File: src/rtl/seq_divider_pkg.sv
// Shared definitions for the sequential restoring divider: FSM encoding and
// iteration-counter sizing.
package seq_divider_pkg;

  typedef enum logic [1:0] {
    ST_IDLE = 2'd0,
    ST_RUN  = 2'd1,
    ST_DONE = 2'd2
  } state_e;

  // One spare bit so the counter can reach n without wrapping.
  function automatic int cnt_w(input int n);
    return $clog2(n) + 1;
  endfunction

endpackage

File: src/rtl/seq_divider_if.sv
// Start/done handshake bundle between a requester (master) and the divider (slave).
interface seq_divider_if #(parameter int N = 8);

  logic         start;
  logic [N-1:0] dividend;
  logic [N-1:0] divisor;
  logic         busy;
  logic         done;
  logic [N-1:0] quotient;
  logic [N-1:0] remainder;
  logic         div_by_zero;

  modport master (
    output start, dividend, divisor,
    input  busy, done, quotient, remainder, div_by_zero
  );

  modport slave (
    input  start, dividend, divisor,
    output busy, done, quotient, remainder, div_by_zero
  );

endinterface

File: src/rtl/seq_divider_div_sub_stage.sv
// W-bit gate-level ripple subtractor: a + ~b + 1, built one full-adder cell per bit.
module div_sub_stage #(
  parameter int W = 9
) (
  input  logic [W-1:0] a,
  input  logic [W-1:0] b,
  output logic [W-1:0] diff
);

  logic [W-1:0] bx;
  logic [W-1:0] c;

  // Subtract mode: B inverted through XOR, carry-in tied high.
  assign bx   = b ^ {W{1'b1}};
  assign c[0] = 1'b1;

  for (genvar i = 0; i < W; i++) begin : g_bit
    assign diff[i] = a[i] ^ bx[i] ^ c[i];
    if (i < W - 1) begin : g_cy
      assign c[i+1] = (a[i] & bx[i]) | (c[i] & (a[i] ^ bx[i]));
    end
  end

endmodule

File: src/rtl/seq_divider.sv
// Unsigned restoring divider, one quotient bit per clock, start/done handshake.
module seq_divider #(
  parameter int N = 8
) (
  input logic          clk,
  input logic          rst_n,
  seq_divider_if.slave bus
);
  import seq_divider_pkg::*;

  localparam int CW = cnt_w(N);

  state_e        state_q, state_d;
  logic [CW-1:0] cnt_q, cnt_d;
  logic [N-1:0]  r_q, r_d;
  logic [N-1:0]  q_q, q_d;
  logic [N-1:0]  dsr_q, dsr_d;
  logic [N-1:0]  quo_q, quo_d;
  logic [N-1:0]  rem_q, rem_d;
  logic          dbz_q, dbz_d;

  logic [N:0]    r_shift;
  logic [N:0]    t_diff;

  // The partial remainder is kept n bits wide: after a restore its top bit is
  // always 0, so only the shifted (n+1)-bit trial value needs the extra bit.
  assign r_shift = {r_q, q_q[N-1]};

  div_sub_stage #(.W(N + 1)) u_sub (
    .a    (r_shift),
    .b    ({1'b0, dsr_q}),
    .diff (t_diff)
  );

  always_ff @(posedge clk or negedge rst_n) begin
    if (!rst_n) begin
      state_q <= ST_IDLE;
      cnt_q   <= '0;
      r_q     <= '0;
      q_q     <= '0;
      dsr_q   <= '0;
      quo_q   <= '0;
      rem_q   <= '0;
      dbz_q   <= 1'b0;
    end else begin
      state_q <= state_d;
      cnt_q   <= cnt_d;
      r_q     <= r_d;
      q_q     <= q_d;
      dsr_q   <= dsr_d;
      quo_q   <= quo_d;
      rem_q   <= rem_d;
      dbz_q   <= dbz_d;
    end
  end

  always_comb begin
    state_d = state_q;
    cnt_d   = cnt_q;
    r_d     = r_q;
    q_d     = q_q;
    dsr_d   = dsr_q;
    quo_d   = quo_q;
    rem_d   = rem_q;
    dbz_d   = dbz_q;
    case (state_q)
      ST_IDLE: begin
        if (bus.start) begin
          dsr_d = bus.divisor;
          if (bus.divisor != '0) begin
            r_d     = '0;
            q_d     = bus.dividend;
            cnt_d   = '0;
            state_d = ST_RUN;
          end else begin
            quo_d   = '1;
            rem_d   = bus.dividend;
            dbz_d   = 1'b1;
            state_d = ST_DONE;
          end
        end
      end
      ST_RUN: begin
        cnt_d = cnt_q + 1'b1;
        // Trial difference MSB clear means no borrow: keep it, quotient bit 1.
        if (!t_diff[N]) begin
          r_d = t_diff[N-1:0];
          q_d = {q_q[N-2:0], 1'b1};
        end else begin
          r_d = r_shift[N-1:0];
          q_d = {q_q[N-2:0], 1'b0};
        end
        if (cnt_q == CW'(N - 1)) begin
          quo_d   = q_d;
          rem_d   = r_d;
          dbz_d   = 1'b0;
          state_d = ST_DONE;
        end
      end
      ST_DONE: state_d = ST_IDLE;
      default: state_d = ST_IDLE;
    endcase
  end

  always_comb begin
    bus.busy = (state_q != ST_IDLE);
    bus.done = (state_q == ST_DONE);
  end

  assign bus.quotient    = quo_q;
  assign bus.remainder   = rem_q;
  assign bus.div_by_zero = dbz_q;

endmodule

File: src/flat_wrapper.sv
// flat-port wrapper written by rule: the top's interface ports become plain ports
module seq_divider_flat import seq_divider_pkg::*;
#(
  parameter int N = 8
)
  (clk, rst_n, bus_start, bus_dividend, bus_divisor, bus_busy, bus_done, bus_quotient, bus_remainder, bus_div_by_zero);
  seq_divider_if #(.N(N)) bus_i ();
  input logic clk;
  input logic rst_n;
  input wire logic [$bits(bus_i.start)-1:0] bus_start;
  input wire logic [$bits(bus_i.dividend)-1:0] bus_dividend;
  input wire logic [$bits(bus_i.divisor)-1:0] bus_divisor;
  output wire logic [$bits(bus_i.busy)-1:0] bus_busy;
  output wire logic [$bits(bus_i.done)-1:0] bus_done;
  output wire logic [$bits(bus_i.quotient)-1:0] bus_quotient;
  output wire logic [$bits(bus_i.remainder)-1:0] bus_remainder;
  output wire logic [$bits(bus_i.div_by_zero)-1:0] bus_div_by_zero;
  assign bus_i.start = bus_start;
  assign bus_i.dividend = bus_dividend;
  assign bus_i.divisor = bus_divisor;
  assign bus_busy = bus_i.busy;
  assign bus_done = bus_i.done;
  assign bus_quotient = bus_i.quotient;
  assign bus_remainder = bus_i.remainder;
  assign bus_div_by_zero = bus_i.div_by_zero;
  seq_divider #(.N(N)) u_core (.clk(clk), .rst_n(rst_n), .bus(bus_i));
endmodule
File: config.mk
export PLATFORM = sky130hd
export DESIGN_NAME = seq_divider_flat
export DESIGN_NICKNAME = d
export VERILOG_FILES = /design/src/rtl/seq_divider_pkg.sv /design/src/rtl/seq_divider_if.sv /design/src/rtl/seq_divider_div_sub_stage.sv /design/src/rtl/seq_divider.sv /design/src/flat_wrapper.sv
export SDC_FILE = /design/constraint.sdc
export NUM_CORES = 1
export LEC_CHECK = 0
export BUFFER_PORTS_ARGS = -buffer_cell sky130_fd_sc_hd__buf_2
export CORE_MARGIN = 2
export CORE_UTILIZATION = 45
export CTS_CLUSTER_SIZE = 12
export DETAILED_ROUTE_END_ITERATION = 16
export PLACE_DENSITY = 0.7
export SETUP_SLACK_MARGIN = 0.1
export SYNTH_ARGS = -nofsm -noshare
export SYNTH_HDL_FRONTEND = slang
export SYNTH_SLANG_ARGS = --single-unit
File: constraint.sdc
create_clock -name clk -period 12.7 [get_ports clk]
set_input_delay 0 -clock clk [delete_from_list [all_inputs] [get_ports clk]]
set_output_delay 0 -clock clk [all_outputs]
set_load 0.005 [all_outputs]
==> summary by stage, run 1 <==
Outcome
The run finished with clean final reports.

Power
The sequential share of power is 34.1%. The analysis attributes to net switching a power of 329 uW. The proportion of power drawn by combinational gates is 53.9%. Of the total power, the clock network draws 12.0%. Of the total power, the share spent switching nets is 40.7%.

The internal power of the cells totals 480 uW. The leakage power total is 1.31 nW. Dividing total power by cell area gives a power density of 287 mW/mm^2. The maximum VDD drop is 0.111 mV. The completed layout was analyzed and its total power is 810 uW.

Yosys
The number of warning messages in the yosys log is 0. In the synthesized netlist the async set-or-reset flop fraction comes to 100%. After synthesis the netlist holds a flip-flop and latch count of 47. The share of the yosys chip area belonging to registers is 48.0%. The count of mapped cells out of synthesis is 222. The prevailing post-synth register cell is sky130_fd_sc_hd__dfrtp_1. Summing every instance area after synthesis gives 0.00245 sq mm. The number of nets produced by synthesis is 250. The commonest cells after synthesis are 47 x sky130_fd_sc_hd__dfrtp_1, 29 x sky130_fd_sc_hd__nand2_1, 20 x sky130_fd_sc_hd__mux2_2. In the post-synthesis netlist, the cell with the most instances is sky130_fd_sc_hd__dfrtp_1. The largest area contributor in the synthesized netlist is sky130_fd_sc_hd__dfrtp_1. The average instance in the mapped netlist occupies 11.0 sq um. The synthesized design devotes to its leading area cell type 48.0% of total area. Synthesis instantiated 40 different standard cells from the library. In this run, synthesis inferred 0 flip-flops with an integrated enable. Ranked by total cell area, the synthesized netlist is headed by sky130_fd_sc_hd__dfrtp_1 48%, sky130_fd_sc_hd__mux2_2 9.2%, sky130_fd_sc_hd__fa_1 5.7%, sky130_fd_sc_hd__nand2_1 4.4%, sky130_fd_sc_hd__mux2i_1 4.1%.

GRT
The via count of the first global-routing pass is 1781. The initial antenna violation count is 0. The sum of overflow across all layers after global routing is 0. The total global routing track utilization is 16.8%.

Entering global routing, the biggest net connects 48 pins. The wire length of the first global-routing pass is 8110 um.

Layout
The final layout contains 292 nets. Measured on the finished design, the core utilization comes to 54.6%. The share of post-route cells with drive strength above 1 is 30.9%. The final instance count without filler cells is 335.

The area overhead of the layout relative to synthesis is 15.2%. The total inserted antenna cells is 0.

Timing
Setup total negative slack on the finished layout was measured at 0 ps. Setup repair after global routing left no endpoint under its margin. On the final layout, the worst hold slack is 35.8 ps.

The number of max-slew violations in the final report is 0. The achievable clock frequency is 229 MHz. The shortest clock period the worst path allows after layout is 4370 ps.

The part of the cycle the worst path needs is 34.4%. The number of failing hold endpoints at the final stage is 0. Measured against its own limit, the worst slew margin works out to 32.1%. The final count of negative-setup-slack endpoints is 0. The clock tree skew after final layout is 9.99 ps.

For the pin with the worst max-slew slack, the measured transition is 1020 ps.

Job
Across the run, the number of max-cap violations was 0.

Worst setup path
For the worst setup path, the data required time is 12900 ps. STA classifies the critical path startpoint as a register. Along the worst path, the maximum fanout reaches 6. The critical path is of the reg2reg type.

The worst setup path is captured at a register. For the worst setup path, the data arrival time is 4570 ps.

Clock tree
For this design, the sink count on the clock tree is 47. The H-tree depth is 2. The maximum buffer depth of the clock tree is 2. The later pin in the worst-skew pair is clocked with a latency of 310 ps. TritonCTS built the clock tree.

The clock input transition at the sequential cells of the worst setup and hold paths is 90 ps. The number of gates resized after CTS was 0. The root buffer cell chosen for the clock tree is sky130_fd_sc_hd__clkbuf_8.

Counting the buffers created by CTS gives 5.

Die
The floorplan core area is 0.00517 sq mm. The chip width is 77.8 um. The initialized floorplan defines 26 standard-cell rows. The height of the die is 77.8 um. The I/O pin count is 38. Once the floorplan was initialized, standard cells occupied 47.4% of the core. The die covers 0.00606 sq mm.

Drt
After detailed routing, the wire length on met1 is 2190 um. The first-pass detailed-route iteration total is 4. The routed design has 4660 um of wire. The wire length per cell is 13.9 um. Detailed routing placed a total of 184 um of wire on met3. The initial DRC count is 97. The remaining design rule violation count is 0.

Detailed routing inserted a total of 1725 vias. The met2 routed wirelength is 2180 um. The detail-routed via count per cell is 5.15.

The number of routed nets with antenna violations is 0. Signal routing reaches up to met4.

Hold path
In this run the worst hold path is classified as in2reg.

Place
The global placer's final weighted congestion is 0.770. The placed wire-length estimate is 3290 um. Once placement completed, the tool counted placed cells totaling 318.

In this run the tool buffered the top-level ports with 37 buffer cells.
## cells by family after synthesis
family / Yosys count / synth area share (%)
AOI/OAI and AO/OA: 37 / 11.3
muxes: 32 / 14.5
adders and majority gates: 9 / 6.73
xor gates and xnor gates: 2 / 0.714
and+or+nand+nor: 63 / 11.8
DFF: 47 / 48.0
buffers and inverters: 32 / 7.04
## worst max-delay path: stages (launching register included)
cell and delay (ps):
sky130_fd_sc_hd__dfrtp_1 410, sky130_fd_sc_hd__inv_1 70, sky130_fd_sc_hd__ha_1 140, sky130_fd_sc_hd__inv_1 50, sky130_fd_sc_hd__fa_1 400, sky130_fd_sc_hd__inv_1 80
sky130_fd_sc_hd__fa_1 200, sky130_fd_sc_hd__fa_1 190, sky130_fd_sc_hd__fa_1 160, sky130_fd_sc_hd__inv_1 50, sky130_fd_sc_hd__fa_1 370, sky130_fd_sc_hd__fa_1 390
sky130_fd_sc_hd__fa_1 460, sky130_fd_sc_hd__xnor2_1 540, sky130_fd_sc_hd__mux2i_1 340, sky130_fd_sc_hd__o21ai_0 110, sky130_fd_sc_hd__mux2_2 300
## sequential cells by signal, indices dropped and copies added (netlist names)
register                count
u_core.q_q                  8
u_core.cnt_q                4
u_core.state_q              2
u_core.r_q                  8
u_core.bus.remainder        8
u_core.bus.quotient         8
u_core.bus.div_by_zero      1
u_core.dsr_q                8
## what timing repair did
item	4_1_cts	5_1_grt
setup endpoints to repair	0	0
setup buffers	0	0
hold buffers	9	0
hold endpoints to repair	55	0
## cell type report
| class | count | area (sq um) |
|---|---|---|
| clock inverters | 2 | 16.3 |
| repair buffers | 47 | 283 |
| well taps | 70 | 87.6 |
| flip-flops and latches | 47 | 1180 |
| multi-input cells | 143 | 1100 |
| fillers | 472 | 2350 |
| clock buffers | 6 | 82.6 |
| inverters | 20 | 75.1 |
## metal layers
metal / GRT usage (%) / vias to the layer above
met5: 0 / -
met1: 22.0 / 840
li1: - / 829
met3: 3.26 / 9
met2: 27.2 / 47
met4: 7.32 / 0
## power groups by stage
stage / clock [mW] / combinational, mW / sequential, mW
floorplan: 0 / 0.353 / 0.266
global placement: 0 / 0.426 / 0.276
detailed placement: 0 / 0.439 / 0.278
CTS: 0.0995 / 0.443 / 0.277
global route: 0.106 / 0.499 / 0.287
finish: 0.0971 / 0.437 / 0.276
## through the flow
step | area, sq um | setup slack (ps)
6_report | 2820 | 8330
5_1_grt | 2820 | 7950
4_1_cts | 2820 | 8300
3_5_place_dp | 2640 | 8320
3_3_place_gp | 2640 | 8350
2_1_floorplan | 2450 | 8690
## final timing paths
kind                                                          start                                  end  slack (ps)  depth (start not counted)
worst min-delay path                                bus_dividend[6]            u_core.q_q[6]$_DFFE_PN0P_          40                          4
max in group asynchronous                                     rst_n  u_core.bus.remainder[3]$_DFFE_PN0P_       11660                          2
min in group asynchronous                                     rst_n   u_core.bus.quotient[6]$_DFFE_PN0P_         400                          2
worst min register to register  u_core.bus.remainder[3]$_DFFE_PN0P_  u_core.bus.remainder[3]$_DFFE_PN0P_         510                          1
worst max register to register            u_core.q_q[7]$_DFFE_PN0P_  u_core.bus.remainder[5]$_DFFE_PN0P_        8330                         16
worst max-delay path                      u_core.q_q[7]$_DFFE_PN0P_  u_core.bus.remainder[5]$_DFFE_PN0P_        8330                         16
## placed cells by master (no fill, tap or decap), types with 5 or more instances in the layout
cell type,n
sky130_fd_sc_hd__a21oi_1,6
sky130_fd_sc_hd__a22o_2,5
sky130_fd_sc_hd__buf_2,37
sky130_fd_sc_hd__clkbuf_8,6
sky130_fd_sc_hd__dfrtp_1,47
sky130_fd_sc_hd__dlygate4sd3_1,9
sky130_fd_sc_hd__fa_1,7
sky130_fd_sc_hd__inv_1,19
sky130_fd_sc_hd__mux2_2,20
sky130_fd_sc_hd__mux2i_1,10
sky130_fd_sc_hd__nand2_1,29
sky130_fd_sc_hd__nor2_1,18
sky130_fd_sc_hd__o21ai_0,10
Note: power is estimated with default switching activity, not from simulation.
==> inputs of run 2 (changes only) <==
==> constraint.sdc (replaced) <==
create_clock -name clk -period 4.2 [get_ports clk]
set_input_delay 0 -clock clk [delete_from_list [all_inputs] [get_ports clk]]
set_output_delay 0 -clock clk [all_outputs]
set_load 0.005 [all_outputs]
==> run 2 against run 1 <==
First-iteration DRC count is 3.1% higher. Die area stayed put. Critical path depth is 1 higher. Total power grew to 3.3 times the previous value. Sequential share of layout area is 1.3 points lower. Clock power grew to 2.8 times the previous value. Final area is 3.3% higher. Utilization is 1.8 points higher. Critical path type unchanged. Largest cell class unchanged.
==> summary by stage, run 2 (synthesis results as in run 1) <==
Outcome
Run status: completed (unchanged).

Die
The floorplan core area was 0.00517 sq mm (unchanged). The overall die area came to 0.00606 sq mm (unchanged). The height of the die is 77.8 um (unchanged). The I/O pin count is 38 (unchanged). The number of rows created at floorplan was 26 (unchanged). The starting density of the core is 47.4% (unchanged). The chip width was 77.8 um (unchanged).

Power
The total power divided by cell area came to 928 mW/mm^2 (was 287 mW/mm^2). The maximum VDD drop is 0.358 mV (was 0.111 mV). The leakage power total came to 1.33 nW (was 1.31 nW).

Worst setup path
The slowest cell on the critical path is sky130_fd_sc_hd__fa_2 (was sky130_fd_sc_hd__xnor2_1). The cell seen most often among critical-path stages is sky130_fd_sc_hd__fa_2 (was sky130_fd_sc_hd__fa_1). The data required time of the critical path is 4390 ps (was 12900 ps). The register-to-register setup slack is 270 ps (was 8330 ps). Cells along the critical path: inv_1 -> ha_1 -> inv_1 -> fa_2 -> inv_2 -> fa_2 -> fa_2 -> fa_1 -> inv_1 -> fa_2 -> fa_2 -> fa_2 -> xnor2_2 -> buf_6 -> mux2i_4 -> o21ai_1 -> mux2_4 (was inv_1 -> ha_1 -> inv_1 -> fa_1 -> inv_1 -> fa_1 -> fa_1 -> fa_1 -> inv_1 -> fa_1 -> fa_1 -> fa_1 -> xnor2_1 -> mux2i_1 -> o21ai_0 -> mux2_2). The category of the worst setup path capture point is a register (unchanged). The category of the critical setup timing path was reg2reg (unchanged). The startpoint kind of the worst setup timing path is a register (unchanged). The number of buffers and inverters on the critical path is 5 (was 4). The maximum cell stage delay along the critical path is 450 ps (was 540 ps). The family with the most delay on the worst path is adder cells (unchanged). The arrival time of data at the critical path endpoint is 4120 ps (was 4570 ps). The largest fanout on the critical path is 5 (was 6).

Layout
The final design utilization is 56.4% (was 54.6%). The share of post-route cells with drive strength above 1 is 36.3% (was 30.9%). The area overhead of the layout relative to synthesis was 19.0% (was 15.2%).

The net count reported at finish came to 297 (was 292). The post-route cell area is 0.00292 sq mm (was 0.00282 sq mm). The total inserted antenna cells came to 0 (unchanged). Leading cell types in the layout, fill and taps excluded: 47 x sky130_fd_sc_hd__dfrtp_1, 37 x sky130_fd_sc_hd__buf_2, 29 x sky130_fd_sc_hd__nand2_1 (unchanged). The final-layout fill cell count is 451 (was 472). The most frequent standard cell in the layout excluding fill and tap cells is sky130_fd_sc_hd__dfrtp_1 (unchanged).

Clock tree
The clock root buffer master was sky130_fd_sc_hd__clkbuf_8 (unchanged). The clock input transition at the sequential cells of the worst setup and hold paths came to 90 ps (about the same). The source-to-sink clock delay at the later pin of the worst-skew pair is 300 ps (was 310 ps). The CTS buffer count is 5 (unchanged). The clock sink total is 47 (unchanged). The H-tree depth is 2 (unchanged). The CTS tree is done (unchanged). The maximum buffer depth of the clock tree is 2 (unchanged).

GRT
The met3 track demand over resource came to 3.14% (was 3.26%). The wire length of the first global-routing pass came to 7940 um (was 8110 um). The met2 layer usage reported by global route is 26.1% (was 27.2%). The largest net degree at the start of global routing is 48 (unchanged). The layer carrying the most global-route usage is met2 (unchanged).

The via count of the first global-routing pass came to 1699 (was 1781). The initial antenna violation count is 0 (unchanged). The met1 track utilization from global routing is 23.2% (was 22.0%). The total global routing track utilization is 16.8% (about the same). The sum of overflow across all layers after global routing is 0 (unchanged).

Drt
The detail-routed via count per cell is 5.03 (was 5.15). The total via count in the routed design is 1710 (was 1725). The number of routed nets with antenna violations came to 0 (unchanged). The final wirelength is 4680 um (was 4660 um).

The initial DRC count is 100 (was 97). The remaining design rule violation count was 0 (unchanged). The first-pass detailed-route iteration total is 5 (was 4).

The wire length per cell is 13.8 um (was 13.9 um).

Place
The count of buffers inserted at the top-level ports came to 37 (unchanged). The placed wire-length estimate was 3180 um (was 3290 um). The global placer's final weighted congestion is 0.744 (was 0.770). The cell area reported after detailed placement is 0.00265 sq mm (was 0.00264 sq mm).

Job
The max-capacitance violation count is 0 (unchanged).

Timing
The final count of negative-setup-slack endpoints is 0 (unchanged). The worst hold margin is 55.9 ps (was 35.8 ps). The clock tree skew after final layout is 7.44 ps (was 9.99 ps). The actual slew at the worst max-slew pin was 1080 ps (was 1020 ps). Setup repair after global routing missed its margin: yes (was no).

The part of the cycle the worst path needs was 93.7% (was 34.4%). The achievable clock frequency came to 254 MHz (was 229 MHz). The relative slew slack is 28.3% (was 32.1%).

The final setup TNS is 0 ps (unchanged). The shortest clock period the worst path allows after layout is 3930 ps (was 4370 ps). The number of max-slew violations in the final report is 0 (unchanged). The number of failing hold endpoints at the final stage came to 0 (unchanged).

Hold path
The classification of the worst-slack hold path was in2reg (unchanged).
[run 2: per-layer routing]
layer	up-vias	share of wire, %
met4	0	1.4
li1	841	-
met5	-	0
met3	6	3.5
met2	36	46
met1	827	49
[run 2: worst paths after layout]
check                                                     from                             endpoint  depth (start not counted)
max                                  u_core.q_q[7]$_DFFE_PN0P_  u_core.bus.remainder[5]$_DFFE_PN0P_                         17
min                                            bus_dividend[5]            u_core.q_q[5]$_DFFE_PN0P_                          4
max reg2reg                          u_core.q_q[7]$_DFFE_PN0P_  u_core.bus.remainder[5]$_DFFE_PN0P_                         17
min reg2reg                u_core.bus.remainder[3]$_DFFE_PN0P_  u_core.bus.remainder[3]$_DFFE_PN0P_                          1
max in group asynchronous                                rst_n            u_core.r_q[3]$_DFFE_PN0P_                          2
min in group asynchronous                                rst_n   u_core.bus.quotient[6]$_DFFE_PN0P_                          2
[run 2: metrics by stage]
step                setup WS (ps)  total power [mW]  instances
floorplan                     192              1.87        222
global placement              224              2.15        320
detailed placement           77.3              2.19        320
CTS                           135              2.51        337
global route                 85.3              2.96        340
finish                        266              2.71        340
[run 2: cell type report]
| type | count | area, sq um | share of cell area (%) |
|---|---|---|---|
| Sequential cell | 47 | 1180 | 40.3 |
| Multi-Input combinational cell | 143 | 1170 | 40.0 |
| Timing Repair Buffer | 52 | 324 | 11.1 |
| Tap cell | 70 | 87.6 | 3.00 |
| Inverter | 20 | 75.1 | 2.57 |
| Clock buffer | 5 | 68.8 | 2.36 |
| Clock inverter | 3 | 20.0 | 0.686 |
[run 2: repair_timing]
item	in CTS	in global routing
pin swaps	0	5
buffers inserted	0	3
resized for setup	2	18
hold buffers	9	0
endpoints found under the hold margin	55	0
endpoints found under the setup margin	3	7
[run 2: where the power goes]
part | switching [mW] | internal (mW) | leakage [nW]
clock | 0.152 | 0.116 | 0.0402
combinational | 0.759 | 0.847 | 0.747
sequential | 0.160 | 0.675 | 0.547
total | 1.07 | 1.64 | 1.33
[run 2: worst register-to-register path, delay by kind of cell, from the launching register on]
family / cells / cell delay [ps]
mux: 2 / 540
fa+ha+maj: 8 / 2220
compound gates: 1 / 80
xor+xnor: 1 / 160
flops: 1 / 410
buf+inv: 5 / 400
